### config.mk
export PLATFORM = sky130hd
export DESIGN_NAME = elbeth_exception_unit_flat
export DESIGN_NICKNAME = d
export VERILOG_FILES = /design/src/rtl/elbeth_exception_unit_pkg.sv /design/src/rtl/elbeth_exception_unit_if.sv /design/src/rtl/elbeth_exc_stage_reg.sv /design/src/rtl/elbeth_exception_unit.sv /design/src/flat_wrapper.sv
export SDC_FILE = /design/constraint.sdc
export NUM_CORES = 1
export LEC_CHECK = 0
export ABC_AREA = 1
export BUFFER_PORTS_ARGS = -buffer_cell sky130_fd_sc_hd__buf_2
export CAP_MARGIN = 20
export CORE_MARGIN = 2
export CORE_UTILIZATION = 29
export CTS_CLUSTER_DIAMETER = 200
export CTS_CLUSTER_SIZE = 25
export DETAILED_ROUTE_END_ITERATION = 7
export PLACE_DENSITY_LB_ADDON = 0.3
export SETUP_SLACK_MARGIN = 0.4
export SLEW_MARGIN = 20
export SYNTH_ARGS = -nofsm -noshare
export SYNTH_HDL_FRONTEND = slang
export SYNTH_SLANG_ARGS = --single-unit
### constraint.sdc
create_clock -name clk -period 5.15 [get_ports clk]
set_clock_uncertainty 0.2 [all_clocks]
set_input_delay 1.03 -clock clk [delete_from_list [all_inputs] [get_ports clk]]
set_output_delay 1.03 -clock clk [all_outputs]
set_load 0.005 [all_outputs]
### src/rtl/elbeth_exception_unit_pkg.sv
// Shared definitions for the elbeth trap controller: cause codes, privilege
// encodings, FSM states and the per-stage exception record.
package elbeth_exception_unit_pkg;

  localparam int XLEN = 32;

  localparam logic [3:0] ECODE_INST_MISALIGNED = 4'd0;
  localparam logic [3:0] ECODE_INST_FAULT      = 4'd1;
  localparam logic [3:0] ECODE_ILLEGAL         = 4'd2;
  localparam logic [3:0] ECODE_BREAKPOINT      = 4'd3;
  localparam logic [3:0] ECODE_LD_MISALIGNED   = 4'd4;
  localparam logic [3:0] ECODE_LD_FAULT        = 4'd5;
  localparam logic [3:0] ECODE_ST_MISALIGNED   = 4'd6;
  localparam logic [3:0] ECODE_ST_FAULT        = 4'd7;
  localparam logic [3:0] ECODE_ECALL_BASE      = 4'd8;

  localparam logic [1:0] PRV_U = 2'd0;
  localparam logic [1:0] PRV_S = 2'd1;
  localparam logic [1:0] PRV_M = 2'd3;

  typedef enum logic [1:0] {
    ST_RUN      = 2'd0,
    ST_REDIRECT = 2'd1,
    ST_HOLD     = 2'd2
  } state_e;

  typedef struct packed {
    logic            valid;
    logic            exc;
    logic [3:0]      code;
    logic            is_eret;
    logic [XLEN-1:0] pc;
  } stage_t;

  localparam stage_t STAGE_EMPTY = '0;

  // Environment-call cause depends on the privilege the call was made from.
  function automatic logic [3:0] ecall_code(input logic [1:0] prv);
    case (prv)
      PRV_U:   return ECODE_ECALL_BASE;
      PRV_S:   return ECODE_ECALL_BASE + 4'd1;
      PRV_M:   return ECODE_ECALL_BASE + 4'd3;
      default: return ECODE_ECALL_BASE + {2'b00, prv};
    endcase
  endfunction

  // Data-side causes report the faulting data address instead of the PC.
  function automatic logic is_data_cause(input logic [3:0] code);
    return code[3:2] == 2'b01;
  endfunction

endpackage

### src/rtl/elbeth_exception_unit_if.sv
// Pipeline/CSR-facing signal bundle of the elbeth trap controller.
// slave: the exception unit itself; master: the surrounding pipeline and CSR file.
interface elbeth_exception_unit_if;
  import elbeth_exception_unit_pkg::*;

  logic            stall;
  logic            if_valid;
  logic            if_misaligned;
  logic            if_fault;
  logic [XLEN-1:0] if_pc;
  logic            id_illegal;
  logic            id_ecall;
  logic            id_ebreak;
  logic            id_eret;
  logic            id_csr_illegal;
  logic            mem_ld_misaligned;
  logic            mem_ld_fault;
  logic            mem_st_misaligned;
  logic            mem_st_fault;
  logic [XLEN-1:0] mem_addr;
  logic [1:0]      prv;
  logic            irq_pending;
  logic [XLEN-1:0] handler_pc;
  logic [XLEN-1:0] epc;
  logic            if_ready;

  logic            exception;
  logic [3:0]      exception_code;
  logic [XLEN-1:0] exception_pc;
  logic [XLEN-1:0] exception_load_addr;
  logic            interrupt_take;
  logic            eret;
  logic            retire;
  logic            flush;
  logic            redirect_valid;
  logic [XLEN-1:0] redirect_pc;

  modport master (
    output stall, if_valid, if_misaligned, if_fault, if_pc,
           id_illegal, id_ecall, id_ebreak, id_eret, id_csr_illegal,
           mem_ld_misaligned, mem_ld_fault, mem_st_misaligned, mem_st_fault,
           mem_addr, prv, irq_pending, handler_pc, epc, if_ready,
    input  exception, exception_code, exception_pc, exception_load_addr,
           interrupt_take, eret, retire, flush, redirect_valid, redirect_pc
  );

  modport slave (
    input  stall, if_valid, if_misaligned, if_fault, if_pc,
           id_illegal, id_ecall, id_ebreak, id_eret, id_csr_illegal,
           mem_ld_misaligned, mem_ld_fault, mem_st_misaligned, mem_st_fault,
           mem_addr, prv, irq_pending, handler_pc, epc, if_ready,
    output exception, exception_code, exception_pc, exception_load_addr,
           interrupt_take, eret, retire, flush, redirect_valid, redirect_pc
  );

endinterface

### src/rtl/elbeth_exc_stage_reg.sv
// One pipeline stage of exception flags: holds on stall, clears on flush/rst,
// and only records a new cause if the instruction does not already carry one.
module elbeth_exc_stage_reg
  import elbeth_exception_unit_pkg::*;
(
  input  logic       clk,
  input  logic       rst,
  input  logic       stall,
  input  logic       flush,
  input  stage_t     d_i,
  input  logic       add_exc_i,
  input  logic [3:0] add_code_i,
  input  logic       add_eret_i,
  output stage_t     q_o
);

  stage_t entry_q, entry_d;

  always_comb begin
    entry_d = d_i;
    if (!d_i.valid) begin
      entry_d = STAGE_EMPTY;
    end else begin
      if (add_exc_i && !d_i.exc) begin
        entry_d.exc  = 1'b1;
        entry_d.code = add_code_i;
      end
      if (add_eret_i) entry_d.is_eret = 1'b1;
    end
  end

  // NOTE: sequential state uses <= so all stage registers sample the same pre-edge values.
  always_ff @(posedge clk) begin
    if (rst || flush) begin
      entry_q <= STAGE_EMPTY;
    end else if (!stall) begin
      entry_q <= entry_d;
    end
  end

  assign q_o = entry_q;

endmodule

### src/rtl/elbeth_exception_unit.sv
// Precise trap controller: carries causes IF->ID->EX->MEM, resolves them at commit
// and redirects fetch. Define ELBETH_INTERRUPT_EN to honour irq_pending.
module elbeth_exception_unit
  import elbeth_exception_unit_pkg::*;
(
  input logic                     clk,
  input logic                     rst,
  elbeth_exception_unit_if.slave  bus
);

  stage_t          if_entry, id_q, ex_q, mem_q;
  logic            id_exc;
  logic [3:0]      id_code;
  logic            mem_exc;
  logic [3:0]      mem_code;
  logic            irq_req;

  state_e          state_q, state_d;
  logic            tgt_epc_q, tgt_epc_d;
  logic [XLEN-1:0] redirect_pc_q, redirect_pc_d;
  logic [XLEN-1:0] target_pc;

  logic            exception_s, interrupt_s, eret_s, retire_s, flush_s;

  // Fetch-side causes, misalignment taking precedence over an access fault.
  always_comb begin
    if_entry = STAGE_EMPTY;
    if (bus.if_valid) begin
      if_entry.valid = 1'b1;
      if_entry.pc    = bus.if_pc;
      if (bus.if_misaligned) begin
        if_entry.exc  = 1'b1;
        if_entry.code = ECODE_INST_MISALIGNED;
      end else if (bus.if_fault) begin
        if_entry.exc  = 1'b1;
        if_entry.code = ECODE_INST_FAULT;
      end
    end
  end

  always_comb begin
    id_exc  = bus.id_illegal | bus.id_csr_illegal | bus.id_ebreak | bus.id_ecall;
    id_code = ecall_code(bus.prv);
    if (bus.id_illegal || bus.id_csr_illegal) id_code = ECODE_ILLEGAL;
    else if (bus.id_ebreak)                   id_code = ECODE_BREAKPOINT;
  end

  elbeth_exc_stage_reg u_id_reg (
    .clk        (clk),
    .rst        (rst),
    .stall      (bus.stall),
    .flush      (flush_s),
    .d_i        (if_entry),
    .add_exc_i  (1'b0),
    .add_code_i (4'd0),
    .add_eret_i (1'b0),
    .q_o        (id_q)
  );

  // Decode flags belong to the instruction sitting in ID and ride into EX with it.
  elbeth_exc_stage_reg u_ex_reg (
    .clk        (clk),
    .rst        (rst),
    .stall      (bus.stall),
    .flush      (flush_s),
    .d_i        (id_q),
    .add_exc_i  (id_exc),
    .add_code_i (id_code),
    .add_eret_i (bus.id_eret),
    .q_o        (ex_q)
  );

  elbeth_exc_stage_reg u_mem_reg (
    .clk        (clk),
    .rst        (rst),
    .stall      (bus.stall),
    .flush      (flush_s),
    .d_i        (ex_q),
    .add_exc_i  (1'b0),
    .add_code_i (4'd0),
    .add_eret_i (1'b0),
    .q_o        (mem_q)
  );

  // Data-side causes only apply when nothing older is already recorded.
  always_comb begin
    mem_exc  = mem_q.exc;
    mem_code = mem_q.code;
    if (mem_q.valid && !mem_q.exc) begin
      mem_exc = 1'b1;
      if (bus.mem_ld_misaligned)      mem_code = ECODE_LD_MISALIGNED;
      else if (bus.mem_ld_fault)      mem_code = ECODE_LD_FAULT;
      else if (bus.mem_st_misaligned) mem_code = ECODE_ST_MISALIGNED;
      else if (bus.mem_st_fault)      mem_code = ECODE_ST_FAULT;
      else                            mem_exc  = 1'b0;
    end
  end

`ifdef ELBETH_INTERRUPT_EN
  assign irq_req = bus.irq_pending;
`else
  logic unused_irq_pending;
  assign unused_irq_pending = bus.irq_pending;
  assign irq_req            = 1'b0;
`endif

  // CSR has already switched its privilege stack by the time REDIRECT samples these.
  assign target_pc = tgt_epc_q ? bus.epc : bus.handler_pc;

  // NOTE: every output and next-state variable gets a default first, so no latch is inferred.
  always_comb begin
    state_d       = state_q;
    tgt_epc_d     = tgt_epc_q;
    redirect_pc_d = redirect_pc_q;
    exception_s   = 1'b0;
    interrupt_s   = 1'b0;
    eret_s        = 1'b0;
    retire_s      = 1'b0;
    flush_s       = 1'b0;
    unique case (state_q)
      ST_RUN: begin
        if (mem_q.valid && !bus.stall) begin
          if (mem_exc) begin
            exception_s = 1'b1;
            flush_s     = 1'b1;
            tgt_epc_d   = 1'b0;
            state_d     = ST_REDIRECT;
          end else if (irq_req) begin
            interrupt_s = 1'b1;
            flush_s     = 1'b1;
            tgt_epc_d   = 1'b0;
            state_d     = ST_REDIRECT;
          end else if (mem_q.is_eret) begin
            eret_s    = 1'b1;
            retire_s  = 1'b1;
            flush_s   = 1'b1;
            tgt_epc_d = 1'b1;
            state_d   = ST_REDIRECT;
          end else begin
            retire_s = 1'b1;
          end
        end
      end
      ST_REDIRECT: begin
        flush_s       = 1'b1;
        redirect_pc_d = target_pc;
        state_d       = bus.if_ready ? ST_RUN : ST_HOLD;
      end
      ST_HOLD: begin
        flush_s = 1'b1;
        if (bus.if_ready) state_d = ST_RUN;
      end
      default: state_d = ST_RUN;
    endcase
  end

  always_ff @(posedge clk) begin
    if (rst) begin
      state_q       <= ST_RUN;
      tgt_epc_q     <= 1'b0;
      redirect_pc_q <= '0;
    end else begin
      state_q       <= state_d;
      tgt_epc_q     <= tgt_epc_d;
      redirect_pc_q <= redirect_pc_d;
    end
  end

  assign bus.exception           = exception_s;
  assign bus.interrupt_take      = interrupt_s;
  assign bus.eret                = eret_s;
  assign bus.retire              = retire_s;
  assign bus.flush               = flush_s;
  assign bus.exception_code      = mem_code;
  assign bus.exception_pc        = mem_q.pc;
  assign bus.exception_load_addr = is_data_cause(mem_code) ? bus.mem_addr : mem_q.pc;
  assign bus.redirect_valid      = (state_q != ST_RUN);
  // Live target on the first redirect cycle, frozen copy while fetch is not ready.
  assign bus.redirect_pc         = (state_q == ST_REDIRECT) ? target_pc : redirect_pc_q;

endmodule

### src/flat_wrapper.sv
// flat-port wrapper written by rule: the top's interface ports become plain ports
module elbeth_exception_unit_flat import elbeth_exception_unit_pkg::*;
  (clk, rst, bus_stall, bus_if_valid, bus_if_misaligned, bus_if_fault, bus_if_pc, bus_id_illegal, bus_id_ecall, bus_id_ebreak, bus_id_eret, bus_id_csr_illegal, bus_mem_ld_misaligned, bus_mem_ld_fault, bus_mem_st_misaligned, bus_mem_st_fault, bus_mem_addr, bus_prv, bus_irq_pending, bus_handler_pc, bus_epc, bus_if_ready, bus_exception, bus_exception_code, bus_exception_pc, bus_exception_load_addr, bus_interrupt_take, bus_eret, bus_retire, bus_flush, bus_redirect_valid, bus_redirect_pc);
  elbeth_exception_unit_if bus_i ();
  input logic clk;
  input logic rst;
  input wire logic [$bits(bus_i.stall)-1:0] bus_stall;
  input wire logic [$bits(bus_i.if_valid)-1:0] bus_if_valid;
  input wire logic [$bits(bus_i.if_misaligned)-1:0] bus_if_misaligned;
  input wire logic [$bits(bus_i.if_fault)-1:0] bus_if_fault;
  input wire logic [$bits(bus_i.if_pc)-1:0] bus_if_pc;
  input wire logic [$bits(bus_i.id_illegal)-1:0] bus_id_illegal;
  input wire logic [$bits(bus_i.id_ecall)-1:0] bus_id_ecall;
  input wire logic [$bits(bus_i.id_ebreak)-1:0] bus_id_ebreak;
  input wire logic [$bits(bus_i.id_eret)-1:0] bus_id_eret;
  input wire logic [$bits(bus_i.id_csr_illegal)-1:0] bus_id_csr_illegal;
  input wire logic [$bits(bus_i.mem_ld_misaligned)-1:0] bus_mem_ld_misaligned;
  input wire logic [$bits(bus_i.mem_ld_fault)-1:0] bus_mem_ld_fault;
  input wire logic [$bits(bus_i.mem_st_misaligned)-1:0] bus_mem_st_misaligned;
  input wire logic [$bits(bus_i.mem_st_fault)-1:0] bus_mem_st_fault;
  input wire logic [$bits(bus_i.mem_addr)-1:0] bus_mem_addr;
  input wire logic [$bits(bus_i.prv)-1:0] bus_prv;
  input wire logic [$bits(bus_i.irq_pending)-1:0] bus_irq_pending;
  input wire logic [$bits(bus_i.handler_pc)-1:0] bus_handler_pc;
  input wire logic [$bits(bus_i.epc)-1:0] bus_epc;
  input wire logic [$bits(bus_i.if_ready)-1:0] bus_if_ready;
  output wire logic [$bits(bus_i.exception)-1:0] bus_exception;
  output wire logic [$bits(bus_i.exception_code)-1:0] bus_exception_code;
  output wire logic [$bits(bus_i.exception_pc)-1:0] bus_exception_pc;
  output wire logic [$bits(bus_i.exception_load_addr)-1:0] bus_exception_load_addr;
  output wire logic [$bits(bus_i.interrupt_take)-1:0] bus_interrupt_take;
  output wire logic [$bits(bus_i.eret)-1:0] bus_eret;
  output wire logic [$bits(bus_i.retire)-1:0] bus_retire;
  output wire logic [$bits(bus_i.flush)-1:0] bus_flush;
  output wire logic [$bits(bus_i.redirect_valid)-1:0] bus_redirect_valid;
  output wire logic [$bits(bus_i.redirect_pc)-1:0] bus_redirect_pc;
  assign bus_i.stall = bus_stall;
  assign bus_i.if_valid = bus_if_valid;
  assign bus_i.if_misaligned = bus_if_misaligned;
  assign bus_i.if_fault = bus_if_fault;
  assign bus_i.if_pc = bus_if_pc;
  assign bus_i.id_illegal = bus_id_illegal;
  assign bus_i.id_ecall = bus_id_ecall;
  assign bus_i.id_ebreak = bus_id_ebreak;
  assign bus_i.id_eret = bus_id_eret;
  assign bus_i.id_csr_illegal = bus_id_csr_illegal;
  assign bus_i.mem_ld_misaligned = bus_mem_ld_misaligned;
  assign bus_i.mem_ld_fault = bus_mem_ld_fault;
  assign bus_i.mem_st_misaligned = bus_mem_st_misaligned;
  assign bus_i.mem_st_fault = bus_mem_st_fault;
  assign bus_i.mem_addr = bus_mem_addr;
  assign bus_i.prv = bus_prv;
  assign bus_i.irq_pending = bus_irq_pending;
  assign bus_i.handler_pc = bus_handler_pc;
  assign bus_i.epc = bus_epc;
  assign bus_i.if_ready = bus_if_ready;
  assign bus_exception = bus_i.exception;
  assign bus_exception_code = bus_i.exception_code;
  assign bus_exception_pc = bus_i.exception_pc;
  assign bus_exception_load_addr = bus_i.exception_load_addr;
  assign bus_interrupt_take = bus_i.interrupt_take;
  assign bus_eret = bus_i.eret;
  assign bus_retire = bus_i.retire;
  assign bus_flush = bus_i.flush;
  assign bus_redirect_valid = bus_i.redirect_valid;
  assign bus_redirect_pc = bus_i.redirect_pc;
  elbeth_exception_unit u_core (.clk(clk), .rst(rst), .bus(bus_i));
endmodule
# After elaboration in Yosys (flattened, before gate mapping)
# Index checks and enable logic that the tools add are counted.
[totals]
register_bits = 152
input_bits = 147
out_inout_bits = 106
word_cells = 97
[op_classes]
addsub = 1
eq_ne = 8
muxes = 52
bitwise = 3
reduce_logical = 15
[op_table]
columns = ["op", "count"]
rows = [
  ["2-to-1 mux 32 bit", 7],
  ["2-to-1 mux 4 bit", 7],
  ["2-to-1 mux 6 bit", 4],
  ["2-to-1 mux 1 bit", 23],
  ["2-to-1 mux 5 bit", 3],
  ["one-hot mux 4 bit (3 select lines)", 1],
  ["2-to-1 mux 2 bit", 5],
  ["equality test 2 x 1 -> 1 bit, second input constant", 3],
  ["one-hot mux 2 bit (3 select lines)", 1],
  ["AND reduction 3 bit", 2],
  ["adder 4 x 2 -> 4 bit, first input constant", 1],
  ["equality test 2 bit, second input constant", 2],
  ["zero test 2 bit", 2],
  ["nonzero test 2 bit", 2],
  ["logical AND 1 bit", 3],
  ["zero test 1 bit", 3],
  ["!= test 3 x 2 -> 1 bit, second input constant", 1],
  ["bitwise OR 1 bit", 3],
  ["logical OR 1 bit", 2],
  ["!= test 2 x 1 -> 1 bit, second input constant", 1],
  ["!= test 2 bit, second input constant", 1],
  ["one-hot mux 1 bit (2 select lines)", 1],
  ["OR reduction 2 bit", 1],
]

# Depth between registers and ports, before layout
[depth]
word_depth = 9
mapped_depth = 11
ltp_nobuf = 9

# By module
# Synthesis repeated with hierarchy kept, for this count alone.
[hier_totals]
cells_unflattened = 986
hier_area_um2 = 7280.7
[by_module_without_submodules]
columns = ["mod", "instances", "cells_each", "area_each_um2", "seq_area_each_um2"]
rows = [
  ["elbeth_exc_stage_reg", 3, 188, 1466.4, 780.7],
  ["elbeth_exception_unit", 1, 422, 2881.5, 700.7],
]

# Worst setup path before layout
# Ideal clock, no wire load.
[synth_timing]
path_kind = "input-to-output"
from = "input bus_mem_ld_fault"
to = "output bus_exception_load_addr[10]"
arrival_ns = 1.809
t_required_ns = 3.920
slack_ns = 2.111
cell_stages = 7
n_path_buf = 1
cell_sequence = "inv_1 nand2_1 nand2_2 nand2_1 buf_1 nand2_1 nand2_1"
[synth_between]
elab_chain_len = 5
[synth_rtl]
columns = ["item", "line", "rtl"]
rows = [
  ["start, declared", "flat_wrapper.sv:18", "input wire logic [$bits(bus_i.mem_ld_fault)-1:0] bus_mem_ld_fault;"],
  ["2-to-1 mux 4 bit", "elbeth_exception_unit.sv:92", "else if (bus.mem_ld_fault) mem_code = ECODE_LD_FAULT;"],
  ["2-to-1 mux 4 bit", "elbeth_exception_unit.sv:91", "if (bus.mem_ld_misaligned) mem_code = ECODE_LD_MISALIGNED;"],
  ["2-to-1 mux 4 bit", "elbeth_exception_unit.sv:89", "if (mem_q.valid && !mem_q.exc) begin"],
  ["equality test 2 x 1 -> 1 bit", "elbeth_exception_unit_pkg.sv:49", "return code[3:2] == 2'b01;"],
  ["2-to-1 mux 32 bit", "elbeth_exception_unit.sv:176", "assign bus.exception_load_addr = is_data_cause(mem_code) ? bus.mem_addr : mem_q.pc;"],
  ["end, declared", "flat_wrapper.sv:30", "output wire logic [$bits(bus_i.exception_load_addr)-1:0] bus_exception_load_addr;"],
]
# No other way between the ends.

# Worst setup path after layout
[layout_timing]
from = "input bus_mem_ld_fault"
to = "output bus_exception_load_addr[24]"
# The elaborated chain is that of the path after synthesis.

==> impl_metrics.env <==
export IMPL_outcome="completed"
export IMPL_tritoncts_clock_tree="done"
export IMPL_post_route_cells_drive_above_1_share=0.3541
export IMPL_fin_total_pwr_mw=2.506
export IMPL_drv_slew=0
export IMPL_initial_drt_markers=332
export IMPL_synth_top_cell_area_share=0.4388
export IMPL_path_buf_inv=5
export IMPL_coreArea_um2=22570
export IMPL_cts_num_sinks=146
export IMPL_final_min_period_over_clock_period=0.7195
export IMPL_yosys_cell_count_top_type="sky130_fd_sc_hd__dfxtp_1"
export IMPL_synth_top_cells_by_count="sky130_fd_sc_hd__dfxtp_1 (146), sky130_fd_sc_hd__nand2_1 (119), sky130_fd_sc_hd__a22oi_1 (103)"
export IMPL_placed_cell_area_um2=7765
export IMPL_drv_cap=0
export IMPL_dpl_hpwl_um=11830
export IMPL_grt_antenna_before_repair=3
export IMPL_cts_hold_repair_buffers=0
export IMPL_chipHeight_um=155.6
export IMPL_final_setup_viol_count=0
export IMPL_synth_enable_flop_cells=0
export IMPL_synth_area_per_inst_um2=7.855
export IMPL_rows=55
export IMPL_seq_area_frac_synth=0.4388
export IMPL_grt_start_max_net_pins=112
export IMPL_worst_setup_hold_path_clk_slew_ns=0.06
export IMPL_clkLatencyLatePin_ns=0.41
export IMPL_timing_critical_path_slowest_stage_cell="sky130_fd_sc_hd__inv_1"
export IMPL_syn_area_um2=6661
export IMPL_post_route_min_period_ns=3.705
export IMPL_worst_hold_startpoint="u_core.state_q[0]$_SDFFE_PP0P_"
export IMPL_critical_path_max_stage_delay_ns=0.46
export IMPL_ys_warn_count=0
export IMPL_route_antenna_remaining_nets=0
export IMPL_critical_path_top_delay_family="buffers and inverters"
export IMPL_clock_path_buffers=2
export IMPL_ys_flop_type="sky130_fd_sc_hd__dfxtp_1"
export IMPL_htree_levels=4
export IMPL_worstMarginPinSlew_ns=1.048
export IMPL_critPathMaxFanout=18
export IMPL_buffer_ports_inserted=250
export IMPL_cts_repair_resize_count=0
export IMPL_layout_cell_area_non_filler_um2=8349
export IMPL_finalWirelength_um=17120
export IMPL_number_of_buffers_created_by_cts=17
export IMPL_finish_utilization=0.3699
export IMPL_timing_hold_worst_class="reg2reg"
export IMPL_floorplan_die_area_um2=24200
export IMPL_cp_common_cell="sky130_fd_sc_hd__nand2_1"
export IMPL_grt_pass1_wl_um=26650
export IMPL_hold_viol_final=0
export IMPL_route_detailed_vias_per_inst=4.408
export IMPL_worstSetupStartpoint="bus_mem_ld_fault"
export IMPL_synth_async_reset_ratio=0
export IMPL_cts_root_buf="sky130_fd_sc_hd__clkbuf_16"
export IMPL_netlist_instances=848
export IMPL_die_width_um=155.6
export IMPL_largest_area_contributor_in_the_netlist="sky130_fd_sc_hd__dfxtp_1"
export IMPL_postCtsSetupRepairBufs=0
export IMPL_power_density_nw_per_um2=300.1
export IMPL_leakage_nw=3.719
export IMPL_start_util=0.2951
export IMPL_routabilityCongestion=0.7303
export IMPL_start_kind="primary input"
export IMPL_slew_headroom=0.2996
export IMPL_crit_required_ns=3.92
export IMPL_grt_pass1_vias=5246
export IMPL_area_delta_synth_final_pct=25.34
export IMPL_post_drt_wl_per_cell_um=12.86
export IMPL_gr_total_overflow=0
export IMPL_crit_chain="buf_2 > inv_1 > nand2_1 > nand2_2 > nand2_1 > inv_1 > buf_4 > nand2_1 > nand2_1 > buf_2"
export IMPL_gr_usage_all_layers=0.1384
export IMPL_ir_drop_mv=0.1834
export IMPL_synth_distinct_cells=27
export IMPL_path_class="in2out"
export IMPL_synth_top_cells_by_area="sky130_fd_sc_hd__dfxtp_1 (44%), sky130_fd_sc_hd__a22oi_1 (12%), sky130_fd_sc_hd__nand2_1 (6.7%), sky130_fd_sc_hd__nor2_2 (6.6%), sky130_fd_sc_hd__inv_1 (5.4%)"
export IMPL_timing_rr_start="u_core.state_q[0]$_SDFFE_PP0P_"
export IMPL_cp_arrival_ns=2.48
export IMPL_net_count_of_the_mapped_netlist=999
export IMPL_total_via_count_in_the_routed_design=5872
export IMPL_design_portCount=253
export IMPL_remaining_design_rule_violation_count=0
export IMPL_max_clock_freq_mhz=269.9
export IMPL_flip_flop_and_latch_count_after_synthesis=146
export IMPL_unrepaired_setup_endpoints_after_global_routing="false"
export IMPL_critical_path_endpoint_type="primary output"
export IMPL_finalNetCount=1183
export IMPL_fin_setup_tns_ns=0
export IMPL_drt_pass1_iter_count=4
layout by cell type, fill, tap and decap left out, drive strengths merged:
| cell type | netlist | final |
|---|---|---|
| clkbuf | 31 | 19 |
| dfxtp | 146 | 146 |
| clkinv | 1 | 6 |
| conb | 1 | 1 |
| nor2 | 160 | 160 |
| clkinvlp | 0 | 3 |
| bufinv | 0 | 1 |
| o21ai | 66 | 66 |
| nand2 | 123 | 123 |
| nand3 | 4 | 4 |
| a21oi | 13 | 13 |
| inv | 98 | 102 |
| mux2i | 1 | 1 |
| diode | 0 | 2 |
| a22oi | 103 | 103 |
| buf | 62 | 258 |
| ha | 4 | 4 |
| nand4 | 2 | 2 |
| o21a | 32 | 32 |
| a32oi | 1 | 1 |
final timing paths:
| check | endpoint | slack, ns | depth (start not counted) |
|---|---|---|---|
| max | bus_exception_load_addr[24] | 1.44 | 10 |
| min | u_core.state_q[0]$_SDFFE_PP0P_ | 0.31 | 2 |
| max reg2reg | u_core.u_mem_reg.q_o[23]$_SDFFE_PP0N_ | 2.84 | 9 |
| min reg2reg | u_core.state_q[0]$_SDFFE_PP0P_ | 0.31 | 2 |
area by class of cell:
cell class                 instances  area [µm²]
antenna                            2       5.005
clock buffer                      19       452.9
clock inverter                    13       126.4
fill                            2403       14220
inverter                          99       371.6
multi-input combinational        510        2800
sequential                       146        2923
tap                              285       356.6
timing repair buffer             258        1314
through the flow:
stage | std cells | hold WS [ns] | worst slack, ns
floorplan | 848 | 0.2699 | 2.111
global placement | 1298 | 0.2840 | 1.400
detailed placement | 1298 | 0.2969 | 1.379
CTS | 1330 | 0.3111 | 1.372
global route | 1330 | 0.3349 | 1.204
finish | 1332 | 0.3115 | 1.445
logic make-up (layout without fill, tap and decap cells):
kind of cell	after synthesis	count (layout)	share of synthesized area
AND/OR/NAND/NOR	289	289	0.1944
AO/OA/AOI/OAI	215	215	0.2128
buffers and inverters	192	389	0.1444
flip-flops	146	146	0.4388
adder cells (fa/ha/maj)	4	4	0.007513
other	1	3	0.0005629
multiplexers	1	1	0.001503
power breakdown:
group	switching [mW]	internal (mW)
clock network	0.506	0.699
logic	0.0878	0.0633
registers	0.00705	1.14
total	0.601	1.90
metal layers:
| layer | share of wire | track usage | vias up | wire length [µm] |
|---|---|---|---|---|
| li1 | - | - | 3084 | - |
| met1 | 0.45 | 0.1724 | 2617 | 7790 |
| met2 | 0.47 | 0.2335 | 157 | 8064 |
| met3 | 0.064 | 0.03972 | 12 | 1101 |
| met4 | 0.0089 | 0.03932 | 2 | 153 |
| met5 | 0.00076 | 0 | - | 13 |
state kept, by name, summed over array words and instances, names as in the netlist:
| name | flops |
|---|---|
| u_core.tgt_epc_q | 1 |
| u_core.redirect_pc_q | 32 |
| u_core.state_q | 2 |
| u_core.u_mem_reg.q_o | 38 |
| u_core.u_ex_reg.q_o | 38 |
| u_core.u_id_reg.q_o | 35 |
worst register-to-register path, stage by stage (launching register included):
cell and delay, ns:
sky130_fd_sc_hd__dfxtp_1 0.34, sky130_fd_sc_hd__inv_1 0.10, sky130_fd_sc_hd__ha_1 0.17, sky130_fd_sc_hd__inv_1 0.10, sky130_fd_sc_hd__nor2_4 0.14, sky130_fd_sc_hd__nand2_1 0.08, sky130_fd_sc_hd__nand2_1 0.08, sky130_fd_sc_hd__nand2_2 0.10
sky130_fd_sc_hd__nand2_8 0.61, sky130_fd_sc_hd__nor2_1 0.24
No activity file was read; power rests on OpenSTA's default activity.
